**config.mk**
```make
export PLATFORM = sky130hd
export DESIGN_NAME = fifo_rd_packer_flat
export DESIGN_NICKNAME = d
export VERILOG_FILES = /design/src/rtl/fifo_rd_packer_if.sv /design/src/rtl/fifo_rd_packer.sv /design/src/flat_wrapper.sv
export SDC_FILE = /design/constraint.sdc
export NUM_CORES = 1
export LEC_CHECK = 0
export BUFFER_PORTS_ARGS = -buffer_cell sky130_fd_sc_hd__buf_2
export CAP_MARGIN = 10
export CELL_PAD_IN_SITES_DETAIL_PLACEMENT = 0
export CELL_PAD_IN_SITES_GLOBAL_PLACEMENT = 2
export CORE_MARGIN = 3
export CORE_UTILIZATION = 25
export DETAILED_ROUTE_END_ITERATION = 7
export GPL_TIMING_DRIVEN = 0
export PLACE_DENSITY_LB_ADDON = 0.1
export SKIP_LAST_GASP = 1
export SLEW_MARGIN = 10
export SYNTH_ARGS = -nofsm -noshare
export SYNTH_HDL_FRONTEND = slang
export SYNTH_SLANG_ARGS = --single-unit
```
**constraint.sdc**
```tcl
create_clock -name clk -period 3.59 [get_ports clk]
set_input_delay 0.1795 -clock clk [delete_from_list [all_inputs] [get_ports clk]]
set_output_delay 0.1795 -clock clk [all_outputs]
set_load 0.03 [all_outputs]
```
**src/rtl/fifo_rd_packer_if.sv**
```systemverilog
// Bundles the FIFO read port, the flush request and the packed output stream.
// The packer connects through the master modport and its environment through slave.
interface fifo_rd_packer_if #(
    parameter int FIFO_WIDTH = 16,
    parameter int PACK_RATIO = 4
);
    localparam int CNT_W = $clog2(PACK_RATIO + 1);

    logic                             fifo_empty;
    logic                             fifo_valid;
    logic [FIFO_WIDTH-1:0]            fifo_data_out;
    logic                             fifo_rd_en;
    logic                             flush;
    logic [FIFO_WIDTH*PACK_RATIO-1:0] m_data;
    logic [CNT_W-1:0]                 m_count;
    logic                             m_valid;
    logic                             m_ready;

    modport master (
        input  fifo_empty,
        input  fifo_valid,
        input  fifo_data_out,
        input  flush,
        input  m_ready,
        output fifo_rd_en,
        output m_data,
        output m_count,
        output m_valid
    );

    modport slave (
        output fifo_empty,
        output fifo_valid,
        output fifo_data_out,
        output flush,
        output m_ready,
        input  fifo_rd_en,
        input  m_data,
        input  m_count,
        input  m_valid
    );
endinterface

```
**src/rtl/fifo_rd_packer.sv**
```systemverilog
// Packs PACK_RATIO consecutive FIFO words into one wide valid/ready word, lane 0 oldest.
// Optional idle auto-flush is compiled in with PACKER_TIMEOUT_EN.
module fifo_rd_packer #(
    parameter int FIFO_WIDTH     = 16,
    parameter int PACK_RATIO     = 4,
    parameter int TIMEOUT_CYCLES = 32
) (
    input  logic              clk,
    input  logic              rst,
    fifo_rd_packer_if.master  bus
);
    localparam int CNT_W = $clog2(PACK_RATIO + 1);
    localparam int OUT_W = FIFO_WIDTH * PACK_RATIO;
    localparam logic [CNT_W:0]   SLOTS_FULL = (CNT_W + 1)'(PACK_RATIO);
    localparam logic [CNT_W-1:0] CNT_FULL   = CNT_W'(PACK_RATIO);
    localparam logic [CNT_W-1:0] CNT_LAST   = CNT_W'(PACK_RATIO - 1);

    if (PACK_RATIO < 2 || PACK_RATIO > 16 || TIMEOUT_CYCLES < 1) begin : g_bad_param
        $error("fifo_rd_packer: illegal parameter value");
    end

    logic [CNT_W-1:0] r_cnt;
    logic             r_inflight;
    logic             r_flush_pend;
    logic [OUT_W-1:0] r_m_data;
    logic [CNT_W-1:0] r_m_count;
    logic             r_m_valid;

    logic [CNT_W-1:0] w_cnt_next;
    logic             w_inflight_next;
    logic             w_flush_pend_next;
    logic [OUT_W-1:0] w_m_data_next;
    logic [CNT_W-1:0] w_m_count_next;
    logic             w_m_valid_next;

    logic             w_capture;
    logic             w_last;
    logic             w_cnt_full;
    logic             w_out_free;
    logic             w_flush_resolve;
    logic             w_flush_done;
    logic             w_flush_req;
    logic             w_load;
    logic             w_out_busy;
    logic [CNT_W:0]   w_used;
    logic [CNT_W:0]   w_reserved;
    logic [OUT_W-1:0] w_pack;

    assign w_capture       = bus.fifo_valid && r_inflight;
    assign w_last          = w_capture && (r_cnt == CNT_LAST);
    assign w_cnt_full      = (r_cnt == CNT_FULL);
    assign w_out_free      = !r_m_valid || bus.m_ready;
    assign w_flush_resolve = r_flush_pend && !r_inflight;

    // A word leaves the buffer when it completes now, sits complete, or a flush drains it.
    assign w_load = w_out_free &&
                    (w_last || w_cnt_full || (w_flush_resolve && (r_cnt != '0)));
    assign w_flush_done = w_flush_resolve && ((r_cnt == '0) || w_load);

    // Lanes committed to the current word; a word leaving this cycle frees them all,
    // which lets the next read issue back-to-back with the load.
    assign w_used     = {1'b0, r_cnt} + {{CNT_W{1'b0}}, r_inflight};
    assign w_reserved = w_load ? '0 : w_used;
    assign w_out_busy = r_m_valid && !bus.m_ready && (w_used == SLOTS_FULL);

    assign bus.fifo_rd_en = !bus.fifo_empty && !rst && (w_reserved < SLOTS_FULL) &&
                            !r_flush_pend && !w_out_busy;

    // The final lane is taken straight from the FIFO when a word completes.
    for (genvar gi = 0; gi < PACK_RATIO; gi++) begin : g_lane
        logic [FIFO_WIDTH-1:0] r_lane;

        always_ff @(posedge clk or posedge rst) begin
            if (rst) begin
                r_lane <= '0;
            end else if (w_load) begin
                r_lane <= '0;
            end else if (w_capture && (r_cnt == CNT_W'(gi))) begin
                r_lane <= bus.fifo_data_out;
            end
        end

        if (gi == PACK_RATIO - 1) begin : g_tail
            assign w_pack[gi*FIFO_WIDTH +: FIFO_WIDTH] = w_last ? bus.fifo_data_out : r_lane;
        end else begin : g_body
            assign w_pack[gi*FIFO_WIDTH +: FIFO_WIDTH] = r_lane;
        end
    end

`ifdef PACKER_TIMEOUT_EN
    localparam int IDLE_W = $clog2(TIMEOUT_CYCLES + 1);

    logic [IDLE_W-1:0] r_idle;
    logic              w_idle;
    logic              w_timeout_flush;

    assign w_idle          = (r_cnt != '0) && !r_inflight && bus.fifo_empty && !r_flush_pend;
    assign w_timeout_flush = w_idle && (r_idle == IDLE_W'(TIMEOUT_CYCLES - 1));

    always_ff @(posedge clk or posedge rst) begin
        if (rst) begin
            r_idle <= '0;
        end else if (!w_idle || bus.flush || w_timeout_flush) begin
            r_idle <= '0;
        end else begin
            r_idle <= r_idle + 1'b1;
        end
    end

    assign w_flush_req = bus.flush || w_timeout_flush;
`else
    assign w_flush_req = bus.flush;
`endif

    always_comb begin
        w_cnt_next        = r_cnt;
        w_inflight_next   = r_inflight;
        w_flush_pend_next = r_flush_pend;
        w_m_data_next     = r_m_data;
        w_m_count_next    = r_m_count;
        w_m_valid_next    = r_m_valid;

        if (bus.fifo_rd_en) begin
            w_inflight_next = 1'b1;
        end else if (bus.fifo_valid) begin
            w_inflight_next = 1'b0;
        end

        if (w_load) begin
            w_cnt_next = '0;
        end else if (w_capture) begin
            w_cnt_next = r_cnt + 1'b1;
        end

        // A flush arriving while one is pending is absorbed by the pending one.
        if (r_flush_pend) begin
            w_flush_pend_next = !w_flush_done;
        end else begin
            w_flush_pend_next = w_flush_req;
        end

        if (w_load) begin
            w_m_data_next  = w_pack;
            w_m_count_next = w_last ? CNT_FULL : r_cnt;
            w_m_valid_next = 1'b1;
        end else if (r_m_valid && bus.m_ready) begin
            w_m_data_next  = '0;
            w_m_count_next = '0;
            w_m_valid_next = 1'b0;
        end
    end

    always_ff @(posedge clk or posedge rst) begin
        if (rst) begin
            r_cnt        <= '0;
            r_inflight   <= 1'b0;
            r_flush_pend <= 1'b0;
            r_m_data     <= '0;
            r_m_count    <= '0;
            r_m_valid    <= 1'b0;
        end else begin
            r_cnt        <= w_cnt_next;
            r_inflight   <= w_inflight_next;
            r_flush_pend <= w_flush_pend_next;
            r_m_data     <= w_m_data_next;
            r_m_count    <= w_m_count_next;
            r_m_valid    <= w_m_valid_next;
        end
    end

    assign bus.m_data  = r_m_data;
    assign bus.m_count = r_m_count;
    assign bus.m_valid = r_m_valid;

    a_valid_needs_read: assert property (@(posedge clk) disable iff (rst)
        bus.fifo_valid |-> r_inflight);
endmodule
```
**src/flat_wrapper.sv**
```systemverilog
// flat-port wrapper written by rule: the top's interface ports become plain ports
module fifo_rd_packer_flat 
#(
    parameter int FIFO_WIDTH     = 16,
    parameter int PACK_RATIO     = 4,
    parameter int TIMEOUT_CYCLES = 32
)
  (clk, rst, bus_fifo_empty, bus_fifo_valid, bus_fifo_data_out, bus_flush, bus_m_ready, bus_fifo_rd_en, bus_m_data, bus_m_count, bus_m_valid);
  fifo_rd_packer_if #(.FIFO_WIDTH(FIFO_WIDTH), .PACK_RATIO(PACK_RATIO)) bus_i ();
  input  logic clk;
  input  logic rst;
  input wire logic [$bits(bus_i.fifo_empty)-1:0] bus_fifo_empty;
  input wire logic [$bits(bus_i.fifo_valid)-1:0] bus_fifo_valid;
  input wire logic [$bits(bus_i.fifo_data_out)-1:0] bus_fifo_data_out;
  input wire logic [$bits(bus_i.flush)-1:0] bus_flush;
  input wire logic [$bits(bus_i.m_ready)-1:0] bus_m_ready;
  output wire logic [$bits(bus_i.fifo_rd_en)-1:0] bus_fifo_rd_en;
  output wire logic [$bits(bus_i.m_data)-1:0] bus_m_data;
  output wire logic [$bits(bus_i.m_count)-1:0] bus_m_count;
  output wire logic [$bits(bus_i.m_valid)-1:0] bus_m_valid;
  assign bus_i.fifo_empty = bus_fifo_empty;
  assign bus_i.fifo_valid = bus_fifo_valid;
  assign bus_i.fifo_data_out = bus_fifo_data_out;
  assign bus_i.flush = bus_flush;
  assign bus_i.m_ready = bus_m_ready;
  assign bus_fifo_rd_en = bus_i.fifo_rd_en;
  assign bus_m_data = bus_i.m_data;
  assign bus_m_count = bus_i.m_count;
  assign bus_m_valid = bus_i.m_valid;
  fifo_rd_packer #(.FIFO_WIDTH(FIFO_WIDTH), .PACK_RATIO(PACK_RATIO), .TIMEOUT_CYCLES(TIMEOUT_CYCLES)) u_core (.clk(clk), .rst(rst), .bus(bus_i));
endmodule
```
; ---- Word-level counts from Yosys, hierarchy flattened
; Index checks and enable logic that the tools add are counted.
; Widths: inputs -> output; s select.
[word_totals]
register_bits = 137
out_inout_bits = 69
word_cells = 75
in_bits = 22
[op_classes]
addsub = 2
n_eq_ne = 5
order_cmp = 1
muxes = 21
n_reduce_logical = 36
[op_table]
columns = operator, n
row1 = $mux 16, 8
row2 = $mux 64, 2
row3 = $logic_and 1x1->1, 16
row4 = $mux 3, 5
row5 = $reduce_bool 2->1, 6
row6 = $logic_not 1->1, 8
row7 = $eq 3x2->1 const B, 2
row8 = $mux 1, 5
row9 = $add 3x1->4, 1
row10 = $eq 4x3->1 const B, 1
row11 = $logic_or 1x1->1, 4
row12 = $lt 4x3->1 const B, 1
row13 = $mux 4, 1
row14 = $add 3x1->3 const B, 1
row15 = $eq 3x1->1 const B, 1
row16 = $eq 3x3->1 const B, 1
row17 = $logic_not 3->1, 1
row18 = $reduce_bool 3->1, 1

; ---- Logic depth before layout (Yosys ltp)
; Gate-level depths: netlist (run 1).
[logic_depth]
word_depth = 11
mapped_depth = 9
ltp_nobuf = 6

; ---- Worst setup path after synthesis (run 1)
; Ideal clock, no wire load.
[synth_timing]
kind = flip-flop to output port
from = register u_core.r_cnt[1]
to = output port bus_fifo_rd_en
stages_incl_launch_ff = 7
setup_slack_ns = 1.561
arrival_ns = 1.849
t_required_ns = 3.411
path_buffers = 0
cell_sequence = dfrtp_1 ha_1 ha_1 nand3_2 nor2_1 nor3_1 a21oi_1
[synth_via]
elab_chain_len = 10
word_cells_on_any_way = 17
cone_classes = 1 x add/sub / 1 x order compare / 3 x eq/ne / 1 x mux / 11 x reduce/logical
[synth_lines]
columns = item, line_no
row1 = "start, declared", fifo_rd_packer.sv:22  ; logic [CNT_W-1:0] r_cnt;
row2 = "start signal, assigned", fifo_rd_packer.sv:162  ; r_cnt <= w_cnt_next;
row3 = $eq 3x2->1, fifo_rd_packer.sv:50  ; assign w_last = w_capture && (r_cnt == CNT_LAST);
row4 = $logic_and 1x1->1, fifo_rd_packer.sv:50
row5 = $logic_or 1x1->1 (2 in a row), fifo_rd_packer.sv:57  ; (w_last || w_cnt_full || (w_flush_resolve && (r_cnt != '0)));
row6 = $logic_and 1x1->1, fifo_rd_packer.sv:56  ; assign w_load = w_out_free &&
row7 = $mux 4, fifo_rd_packer.sv:63  ; assign w_reserved = w_load ? '0 : w_used;
row8 = $lt 4x3->1, fifo_rd_packer.sv:66  ; assign bus.fifo_rd_en = !bus.fifo_empty && !rst && (w_reserved < SLOTS_FULL) &&
row9 = $logic_and 1x1->1 (2 in a row), fifo_rd_packer.sv:66
row10 = $logic_and 1x1->1 *, fifo_rd_packer.sv:67  ; !r_flush_pend && !w_out_busy;
row11 = "end, declared", flat_wrapper.sv:17  ; output wire logic [$bits(bus_i.fifo_rd_en)-1:0] bus_fifo_rd_en;
; Mark *: on every way between the ends. The rest lies on a longest branch, timed or not.

; ---- Worst setup path in the final report (run 1)
; Same ends and word-level chain as after synthesis.

==> run summary, run 1 <==
Synth Area in Compound Gates: 0.186
Worst Hold Class: in -> reg
Slew headroom: 0.440
Initial antenna violation count: 0
CP Buf/Inv Count: 1
Pwr per Cell Area: 953 nW/um^2
CP Cell Sequence: ha_1 > ha_1 > nand3_2 > nor2_1 > nor3_1 > a21oi_1 > buf_2
Final Hold Violating Endpoints: 0
Root buf cell: clkbuf_16
Simple-gate share of the synthesized area: 0.132
Cell Rows: 53
Metal2 WL: 8240 um
Crit-path max cell delay: 0.72 ns
Syn nets: 537
Mux cell area share after synthesis: 0
PortBufs: 90
H-tree depth: 4
GP Congestion: 0.738
Register bit total from synthesis: 137
Netlist cell types: 30
Synth Area per Inst: 10.7 sq um
Critical setup path kind: reg -> out
DR vias/cell: 4.66
Setup crit start kind: flip-flop
Most frequent cell after synthesis: nand2_1
Io pins: 91
Synth top area share: 0.629
GRT overflow: 0
Clock buffer depth: 2
RSZ-0062 raised after global routing: false
Area contributors post-synth: dfrtp_1, nand2_1, a22o_1, a21oi_1, a221o_1
Synth Area in Adders: 0.0161
Multi-input gate area: 1830 sq um
MaxCap Viol Count: 0
Crit share post-route: 0.825
Top cell type by total area after synthesis: dfrtp_1
Postcts setup bufs: 0
FMAX: 337 MHz
DIE AREA: 23600 sq um
Layout Nets: 652
Vias: 4249
Clk sinks: 137
Leak: 3.42 nW
Tot Pwr: 6.61 mW
Critical path's top delay family: simple AND/OR/NAND/NOR gates
Drt wl/cell: 18.7 um
Tmin final: 2.96 ns
Register Area: 3430 sq um
# resized after CTS: 0
Core ar.: 21200 sq um
Number of enable flip-flop cells after synthesis: 0
Ys Warns: 0
Area delta synth->final: 27.2%
Clock transition at the registers of the reported paths: 0.06 ns
Final HPWL DP: 11800 um
DIE HEIGHT: 154 um
Pin count of the biggest net entering global routing: 38
Crit-path slowest cell: nor2_1
Skew-Pair Late Insertion Delay: 0.42 ns
Die W: 154 um
Worst Tran Pin Value: 0.837 ns
Setup Skew: 0.00946 ns
Diodes inserted: 0
DRC viols: 0
Post-synth top cells: nand2_1, dfrtp_1, a21oi_1, a22o_1, nor2_1
Cell mode on critical path: ha_1
Post-place setup slack: 0.906 ns
Initial detailed-routing violation count: 265
Hold_buf cts: 2
Top Layer Used: met4
Vias in the first global route: 4353
Main combinational cell family by area after synthesis: compound AO/OA/AOI/OAI gates
First-pass GRT wire length: 26600 um
Mapped Area: 5450 sq um
Top_reg_cell synth: dfrtp_1
Seq/Total Area, Yosys: 0.629
CP Capture Type: output port
Post-synthesis xor/xnor area fraction: 0.00161
Placed cell count: 877
DRT Pass-1 Iters: 4
Worst EP arrival: 2.78 ns
Fin cells: 911
Final TNS setup: 0 ns
Min Hold Slack: 0.0612 ns
Met1 WL: 7770 um
PnR worst setup slack: 0.627 ns
CTS tree: built
Final wirelength: 17000 um
Post-synth ARST share: 1.00
Fraction of layout cells with a size suffix above 1: 0.233
Initial Util: 0.257
CTS buffer count: 17
Tot GR Track Use: 0.148
Gate Count Post-Synth: 508
Critical Path Fanout Max: 10
Max-slew violations: 0
Final ANT Viol Nets: 0
Final setup viols: 0
# fillers: 2240
Max VDD drop: 0.000337 V
Status: completed
Critical Path RT: 3.41 ns
WL met3: 719 um
==> worst register-to-register path, stage by stage, from the launching register on <==
cell      delay, ns
dfrtp_1        0.44
inv_1          0.15
ha_1           0.16
clkbuf_1       0.31
nand2_1        0.09
o211a_1        0.17
nor2_2         0.43
buf_2          0.35
buf_2          0.30
a21oi_1        0.07
==> stage by stage <==
stage | util | cell area [sq um]
after floorplan | - | 5460
after global placement | 0.295 | 6250
after detailed placement | 0.298 | 6330
after CTS | 0.327 | 6940
after global routing | 0.327 | 6940
final | 0.327 | 6940
==> state kept, by name, summed over array words and instances (netlist names) <==
signal                cells
u_core.bus.m_valid        1
u_core.r_cnt              3
u_core.g_lane.r_lane     64
u_core.r_inflight         1
u_core.bus.m_data        64
u_core.r_flush_pend       1
u_core.bus.m_count        3
==> cell families after synthesis <==
group | after synthesis
simple gates | 179
compound gates | 144
flops | 137
buf+inv | 40
fa+ha+maj | 7
xor+xnor | 1
==> final timing paths <==
path	from	to	slack (ns)	cells past startpoint
min reg2reg	u_core.bus.m_data[40]	u_core.bus.m_data[40]	0.49	1
max	u_core.r_cnt[1]	bus_fifo_rd_en	0.63	7
max reg2reg	u_core.r_cnt[0]	u_core.g_lane[3].r_lane[6]	0.97	9
min in group asynchronous	rst	u_core.r_flush_pend	0.26	3
min	bus_fifo_empty	u_core.r_inflight	0.06	3
max in group asynchronous	rst	u_core.bus.m_data[24]	2.58	5
==> layout by cell type, fill, tap and decap left out, types with 5 or more instances in the layout <==
cell type,synthesis,routed
buf_2,17,107
clkbuf_16,0,17
nor2_1,26,26
a21oi_1,70,70
clkbuf_1,14,17
ha_1,7,7
dfrtp_1,137,137
inv_1,6,5
a22o_1,51,51
a221o_1,16,16
nand2_1,138,138
==> cell type report <==
cell class | count | area share
inverter | 6 | 0.00379
clock inverter | 10 | 0.0173
multi-input combinational | 331 | 0.264
clock buffer | 22 | 0.0669
sequential | 137 | 0.494
buffer | 34 | 0.0247
tap | 275 | 0.0496
timing repair buffer | 96 | 0.0794
==> layer usage <==
layer,global-route usage,up-vias
met1,0.204,2135
li1,-,1991
met3,0.0326,19
met4,0.0479,0
met2,0.234,104
met5,0,-
==> power by group <==
group | switching, mW | internal, mW
Sequential | 0.316 | 2.04
Clock | 0.677 | 1.06
Combinational | 1.74 | 0.781
Total | 2.74 | 3.88
(Power assumes the default switching activity.)
==> inputs of run 2 (changes only) <==
==> constraint.sdc (replaced) <==
create_clock -name clk -period 3.1 [get_ports clk]
set_input_delay 0.155 -clock clk [delete_from_list [all_inputs] [get_ports clk]]
set_output_delay 0.155 -clock clk [all_outputs]
set_load 0.03 [all_outputs]
==> run summary, run 2 (same netlist as run 1, synthesis figures left out) <==
Status: completed
FMAX: 365 MHz
Critical Path Fanout Max: 10
Leak: 3.42 nW
Slew headroom: 0.574
Tmin final: 2.74 ns
RSZ-0062 raised after global routing: false
Core ar.: 21200 sq um
Launch point of the worst path: u_core.r_cnt[0]
Clock buffer depth: 2
Met2 Use GR: 0.234
Critical setup path kind: reg -> out
Setup crit start kind: flip-flop
DRT Pass-1 Iters: 4
Final Hold Violating Endpoints: 0
Pin count of the biggest net entering global routing: 38
DIE HEIGHT: 154 um
# fillers: 2241
Setup Skew: 0.00936 ns
Area delta synth->final: 27.2%
Drt wl/cell: 18.7 um
Vias in the first global route: 4353
H-tree depth: 4
GR Util met3: 0.0326
Tot GR Track Use: 0.148
Critical Path RT: 2.94 ns
GP Congestion: 0.738
M1 GR Usage: 0.204
DIE AREA: 23600 sq um
Postcts setup bufs: 0
Die W: 154 um
MaxCap Viol Count: 0
Worst Tran Pin Value: 0.636 ns
Final wirelength: 17000 um
Initial detailed-routing violation count: 264
Commonest non-fill, non-tap cell in the layout: nand2_1
Final setup viols: 0
Crit share post-route: 0.883
DR vias/cell: 4.66
Diodes inserted: 0
Launch point of the worst hold path: bus_fifo_empty
Reg2reg start: u_core.r_cnt[0]
Pwr per Cell Area: 1100 nW/um^2
CTS buffer count: 17
Clock transition at the registers of the reported paths: 0.06 ns
CTS tree: built
Clk sinks: 137
Fin area: 6940 sq um
Fraction of layout cells with a size suffix above 1: 0.234
Max VDD drop: 0.000391 V
Max-slew violations: 0
Layout Nets: 652
DRC viols: 0
Root buf cell: clkbuf_16
Final ANT Viol Nets: 0
Vias: 4245
Final HPWL DP: 11800 um
GRT busiest layer: met2
CP Capture Type: output port
Setup slack, reg-to-reg: 0.48 ns
Worst Hold Class: in -> reg
Post-layout util: 0.327
Skew-Pair Late Insertion Delay: 0.42 ns
First-pass GRT wire length: 26600 um
Io pins: 91
Final TNS setup: 0 ns
Cell Rows: 53
GRT overflow: 0
Initial Util: 0.257
PortBufs: 90
Initial antenna violation count: 0
Most frequent cells in the layout: nand2_1, dfrtp_1, buf_2
Worst EP arrival: 2.58 ns
Placed inst area: 6330 sq um
==> run 2: cell counts in the layout (fill, tap and decap cells not counted) <==
No cell type changed its count.
==> run 2: final timing paths <==
check	to	cells past startpoint
max	bus_fifo_rd_en	7
min	u_core.r_inflight	3
max reg2reg	u_core.g_lane[3].r_lane[6]	9
min reg2reg	u_core.bus.m_data[40]	1
max in group asynchronous	u_core.bus.m_data[24]	5
min in group asynchronous	u_core.r_flush_pend	3
==> run 2: where the power goes <==
| group | internal, mW | switching [mW] | leakage, nW |
|---|---|---|---|
| clock network | 1.23 | 0.784 | 0.280 |
| registers | 2.36 | 0.366 | 1.88 |
| logic | 0.904 | 2.02 | 1.26 |
| total | 4.49 | 3.17 | 3.42 |
==> run 2: layout make-up <==
type                    count  area [sq um]  area share
flip-flops and latches    137          3430       0.494
clock buffers              22           464      0.0669
plain buffers              34           171      0.0247
clock inverters            10           120      0.0173
well taps                 275           344      0.0496
inverters                   6          26.3     0.00379
multi-input cells         331          1830       0.264
repair buffers             96           551      0.0793
==> run 2: metrics by stage <==
stage / power [mW] / instances / setup slack (ns) / hold slack (ns)
6_report: 7.66 / 911 / 0.362 / 0.0368
5_1_grt: 8.17 / 911 / 0.161 / 0.0418
4_1_cts: 7.78 / 911 / 0.157 / 0.0261
3_5_place_dp: 5.72 / 877 / 0.416 / 0.134
3_3_place_gp: 5.69 / 873 / 0.207 / 0.396
2_1_floorplan: 4.69 / 508 / 1.10 / 0.286
==> run 2: worst max-delay path: stages, from the launching register on <==
cell      delay [ns]
dfrtp_1         0.44
inv_1           0.12
ha_1            0.21
clkbuf_1        0.21
o211ai_2        0.55
buf_2           0.35
a21oi_1         0.09
buf_2           0.18
==> run 2: repair_timing <==
| item | 4_1_cts | 5_1_grt |
|---|---|---|
| hold buffers | 2 | 0 |
| resized for setup | 0 | 1 |
| setup endpoints to repair | 0 | 1 |
| endpoints found under the hold margin | 75 | 0 |
==> run 2: routing by layer <==
metal  part of all wire  vias up  wire, um
met5                  0        -         0
met1               0.46     2135      7780
met4              0.017        0       288
met3              0.042       19       714
li1                   -     1991         -
met2               0.48      100      8250
